File: config.mk
export PLATFORM = sky130hd
export DESIGN_NAME = bp_update_ctrl
export DESIGN_NICKNAME = d
export VERILOG_FILES = /design/src/rtl/bp_update_ctrl.sv
export SDC_FILE = /design/constraint.sdc
export NUM_CORES = 1
export LEC_CHECK = 0
export CAP_MARGIN = 20
export CORE_UTILIZATION = 40
export CTS_CLUSTER_SIZE = 14
export DETAILED_ROUTE_END_ITERATION = 10
export GPL_TIMING_DRIVEN = 0
export PLACE_DENSITY = 0.65
export SYNTH_ARGS = -nofsm -noshare
export SYNTH_HDL_FRONTEND = slang
export SYNTH_SLANG_ARGS = --single-unit
File: constraint.sdc
create_clock -name clk -period 1.97 [get_ports clk]
set_input_delay 0.2955 -clock clk [delete_from_list [all_inputs] [get_ports clk]]
set_output_delay 0.2955 -clock clk [all_outputs]
set_load 0.05 [all_outputs]
File: src/rtl/bp_update_ctrl.sv
// -----------------------------------------------------------------------------
// bp_update_ctrl
//
// Sequencing controller for the branch predictor (BTB + PHT).
//   * Holds the speculative global history register (GHR) that feeds the
//     predictor read port, shifting in each consumed prediction.
//   * Buffers resolved branches from execute in a circular queue and presents
//     the head entry to the predictor write port, one update per grant.
//   * On an accepted mispredict, restores the GHR from the resolved branch and
//     stalls fetch for RECOVER_CYC cycles.
//
// Ports
//   clk, rst            clock (rising edge), asynchronous active-low reset
//   pred_valid          fetch consumed a prediction this cycle
//   is_taken_predict    predicted direction of that branch
//   history             speculative GHR to predictor read port
//   fetch_stall         high while recovering from a mispredict
//   res_valid/res_ready resolved-branch handshake from execute
//   res_PC/res_history/res_NPC/res_taken/res_mispredict  resolved branch data
//   upd_valid/upd_ready predictor write-port handshake
//   upd_PC/upd_history/upd_NPC/upd_taken  head-of-queue update data
//   count               number of occupied queue entries
// -----------------------------------------------------------------------------
module bp_update_ctrl #(
    parameter int PC_W        = 16,
    parameter int HIST_W      = 3,
    parameter int DEPTH       = 4,
    parameter int RECOVER_CYC = 2
) (
    input  logic                       clk,
    input  logic                       rst,
    input  logic                       pred_valid,
    input  logic                       is_taken_predict,
    output logic [HIST_W-1:0]          history,
    output logic                       fetch_stall,
    input  logic                       res_valid,
    output logic                       res_ready,
    input  logic [PC_W-1:0]            res_PC,
    input  logic [HIST_W-1:0]          res_history,
    input  logic [PC_W-1:0]            res_NPC,
    input  logic                       res_taken,
    input  logic                       res_mispredict,
    output logic                       upd_valid,
    input  logic                       upd_ready,
    output logic [PC_W-1:0]            upd_PC,
    output logic [HIST_W-1:0]          upd_history,
    output logic [PC_W-1:0]            upd_NPC,
    output logic                       upd_taken,
    output logic [$clog2(DEPTH+1)-1:0] count
);

    localparam int CNT_W = $clog2(DEPTH + 1);
    localparam int PTR_W = $clog2(DEPTH);
    localparam int RC_W  = (RECOVER_CYC > 1) ? $clog2(RECOVER_CYC) : 1;

    typedef enum logic {
        S_RUN     = 1'b0,
        S_RECOVER = 1'b1
    } state_t;

    state_t              r_state;
    state_t              w_state_nxt;
    logic [HIST_W-1:0]   r_ghr;
    logic [HIST_W-1:0]   w_ghr_nxt;
    logic [RC_W-1:0]     r_rcnt;
    logic [RC_W-1:0]     w_rcnt_nxt;

    logic [PC_W-1:0]     r_pc_mem   [DEPTH];
    logic [HIST_W-1:0]   r_hist_mem [DEPTH];
    logic [PC_W-1:0]     r_npc_mem  [DEPTH];
    logic                r_tkn_mem  [DEPTH];
    logic [PTR_W-1:0]    r_wr_ptr;
    logic [PTR_W-1:0]    r_rd_ptr;
    logic [CNT_W-1:0]    r_count;

    logic                w_push;
    logic                w_pop;

    // Ready depends only on registered state/count: a pop in the same cycle
    // does not free a slot for a push until the next cycle.
    assign res_ready = (r_state == S_RUN) && (r_count < CNT_W'(DEPTH));
    assign upd_valid = (r_count != '0);
    assign w_push    = res_valid && res_ready;
    assign w_pop     = upd_valid && upd_ready;

    assign upd_PC      = r_pc_mem[r_rd_ptr];
    assign upd_history = r_hist_mem[r_rd_ptr];
    assign upd_NPC     = r_npc_mem[r_rd_ptr];
    assign upd_taken   = r_tkn_mem[r_rd_ptr];
    assign count       = r_count;
    assign history     = r_ghr;

    always_ff @(posedge clk or negedge rst) begin
        if (!rst) begin
            r_state <= S_RUN;
            r_ghr   <= '0;
            r_rcnt  <= '0;
        end else begin
            r_state <= w_state_nxt;
            r_ghr   <= w_ghr_nxt;
            r_rcnt  <= w_rcnt_nxt;
        end
    end

    always_comb begin
        w_state_nxt = r_state;
        w_ghr_nxt   = r_ghr;
        w_rcnt_nxt  = r_rcnt;
        fetch_stall = 1'b0;
        case (r_state)
            S_RUN: begin
                // A mispredict overrides any speculative shift in the same cycle.
                if (w_push && res_mispredict) begin
                    w_ghr_nxt   = {res_history[HIST_W-2:0], res_taken};
                    w_rcnt_nxt  = RC_W'(RECOVER_CYC - 1);
                    w_state_nxt = S_RECOVER;
                end else if (pred_valid) begin
                    w_ghr_nxt = {r_ghr[HIST_W-2:0], is_taken_predict};
                end
            end
            S_RECOVER: begin
                fetch_stall = 1'b1;
                if (r_rcnt == '0) begin
                    w_state_nxt = S_RUN;
                end else begin
                    w_rcnt_nxt = r_rcnt - RC_W'(1);
                end
            end
            default: begin
                w_state_nxt = S_RUN;
            end
        endcase
    end

    // Update queue: pointers wrap naturally because DEPTH is a power of 2.
    always_ff @(posedge clk or negedge rst) begin
        if (!rst) begin
            r_wr_ptr <= '0;
            r_rd_ptr <= '0;
            r_count  <= '0;
            for (int i = 0; i < DEPTH; i++) begin
                r_pc_mem[i]   <= '0;
                r_hist_mem[i] <= '0;
                r_npc_mem[i]  <= '0;
                r_tkn_mem[i]  <= 1'b0;
            end
        end else begin
            if (w_push) begin
                r_pc_mem[r_wr_ptr]   <= res_PC;
                r_hist_mem[r_wr_ptr] <= res_history;
                r_npc_mem[r_wr_ptr]  <= res_NPC;
                r_tkn_mem[r_wr_ptr]  <= res_taken;
                r_wr_ptr             <= r_wr_ptr + PTR_W'(1);
            end
            if (w_pop) begin
                r_rd_ptr <= r_rd_ptr + PTR_W'(1);
            end
            case ({w_push, w_pop})
                2'b10:   r_count <= r_count + CNT_W'(1);
                2'b01:   r_count <= r_count - CNT_W'(1);
                default: r_count <= r_count;
            endcase
        end
    end

endmodule

==> out/results.ini <==
[sta]
finalCriticalPeriod_ns = 2.120
worstMarginPinSlew_ns = 0.5618
finalSetupTns_ns = -4.101
fin_ws_ns = -0.1498
finalClockSkew_ns = 0.006096
finalCritPeriodShare = 1.076
rsz0062_at_grt = true
final_hold_viol_count = 0
max_slew_margin = 0.6255
maxSlewViolCount = 0
fmax_mhz = 471.7
setup_violations = 35

[run_status]
violations = design-rule violations, negative setup slack
status = finished with violations

[cts]
worstSkewPairLatency_ns = 0.42
cts.sinks = 156
cts_tree = done
root_buffer = clkbuf_16
cts_buffers = 17
cts_buffer_depth = 2
cts_max_level = 4
clk_pin_slew_worst_paths_ns = 0.06

[cells_and_area]
fin_nets = 581
area_growth_pct = 28.26
drive_gt1_frac = 0.5394
seq_area_mm2 = 0.003909
fillCellCount = 1448
final_core_util = 0.5302
multiInputGateArea_mm2 = 0.003227
n_antenna_cell = 0

[synthesis]
synth_top_family_by_area = multiplexers
synth_top_flop_cell = dfrtp_1
ys_ff_latch = 156
synth.area.top_cells = dfrtp_1, mux2_4, mux4_2
yosysTopAreaCell = dfrtp_1
synth_xor_area_frac = 0.006981
yosys.cell_types.count = 28
synth_cells = 411
synth_most_common_cell = dfrtp_1
seq_area_frac_synth = 0.5186
synthSimpleGateAreaFrac = 0.02394
synthAdderAreaFrac = 0.01097
syn_avg_cell_area_um2 = 18.31
synthMuxAreaShare = 0.3843
synth.yosys.warnings = 0
syn_nets = 460
synth_commonest_cells = dfrtp_1, mux2_4, mux4_2, mux2_2, buf_12
synth_compound_area_frac = 0.002493
synth_area_mm2 = 0.007527
synth_edf_count = 0
async_flop_share = 1.000
synth.top_cell.area_share = 0.5186

[floorplan]
boundaryPins = 88
num_rows = 49
start_util = 0.4134
die_x_um = 139.2
core_area_mm2 = 0.01821
dieArea_mm2 = 0.01937
die_h_um = 139.2

[run]
max_cap_violations = 0

[worst_setup_path]
cp.required_ns = 1.67
startpoint_type = flop
end_kind = primary output
critical_path_class = reg2out
cp_max_fo = 7
cp_data_arrival_time_ns = 1.82

[global_route]
grt_pass1_vias = 4495
grt_start_max_net_pins = 98
overflow = 0
antenna_found_initial = 0
grt_usage = 0.1724
grt_pass1_wl_mm = 25.21

[placement]
place_ws_ns = -0.7515
gp_congestion = 0.7220
port-buffer-count = 87
dp_hpwl_mm = 10.02

[route]
routed_wl_mm = 15.47
wl_per_cell_um = 19.98
dr.pass1.iters = 9
drtIter0Drc = 124
drc_errors = 8
via_count = 3923
drtAntennaViolNets = 0
routed_via_density = 5.068

[hold_path]
hp-class = in2async

metrics by stage:
stage	cells	hold slack [ns]	instance area (um^2)
after global routing	774	0.4583	9654
final	774	0.4088	9654
after global placement	727	0.4651	8688
after floorplan	411	-0.00009107	7531
after CTS	765	0.4327	9473
after detailed placement	728	0.3084	8717
worst paths after layout:
kind	start	to	slack (ns)	cells past startpoint
worst max-delay path	r_rd_ptr[0]	upd_PC[4]	-0.15	4
worst min-delay path	rst	r_npc_mem[56]	0.41	2
worst max register to register	r_state	r_pc_mem[3]	0.16	7
worst min register to register	r_rcnt	r_state	0.48	2
max in group asynchronous	rst	r_rd_ptr[0]	0.68	3
min in group clk	r_rcnt	r_state	0.48	2
cell families (layout without fill, tap and decap cells):
logic type | count (synthesis) | count (layout)
mux | 181 | 181
flops | 156 | 156
buf+inv | 32 | 166
simple gates | 27 | 27
fa+ha+maj | 6 | 6
xor+xnor | 6 | 6
compound gates | 3 | 3
worst max-delay path: stages (launching register included):
cell,delay [ns]
dfrtp_2,0.40
buf_12,0.15
clkbuf_16,0.15
mux4_2,0.52
buf_6,0.17
layer usage:
metal  global-route usage  up-vias  part of all wire
met5                    0        -                 0
met4              0.06140        0             0.013
met3              0.04351       10             0.034
met2               0.2786       71              0.50
met1               0.2254     2091              0.45
li1                     -     1751                 -
placed cells by master, fill, tap and decap left out, types with 2 or more instances in the layout:
cell and n:
dfrtp_1 152, buf_6 38, nand2_1 4, buf_4 11, bufinv_16 5, inv_1 7, dlygate4sd2_1 2, clkdlybuf4s50_1 46
xnor2_1 3, nor4b_1 2, buf_8 3, ha_1 5, and2_4 4, mux2_4 120, mux4_2 36, mux2_2 24
nor2_1 5, dfrtp_2 4, nor3_1 6, buf_12 20, clkbuf_1 4, clkinvlp_4 2, o21ai_0 2, xor2_1 3
clkbuf_16 20
area by class of cell:
| cell class | count | area share |
|---|---|---|
| multi-input combinational | 223 | 0.3342 |
| timing repair buffer | 102 | 0.1155 |
| clock buffer | 22 | 0.04705 |
| tap | 229 | 0.02968 |
| inverter | 7 | 0.002722 |
| sequential | 156 | 0.4049 |
| clock inverter | 10 | 0.01944 |
| buffer | 25 | 0.04653 |
sequential cells by signal (all words and copies together) (netlist names):
register	flops
r_npc_mem	64
r_pc_mem	64
r_hist_mem	12
r_tkn_mem	4
count	3
history	3
r_rd_ptr	2
r_wr_ptr	2
r_rcnt	1
r_state	1
timing repair:
action | in CTS | in global routing
hold buffers | 1 | 0
endpoints found under the hold margin | 59 | 0
buffers inserted | 3 | 7
setup endpoints to repair | 39 | 40
resized for setup | 260 | 38
pin swaps | 0 | 2
cloned | 1 | 3
Power is left out: the tool's default activity adds up to more than one toggle a clock period on the data nets, which glitch-free logic cannot reach.
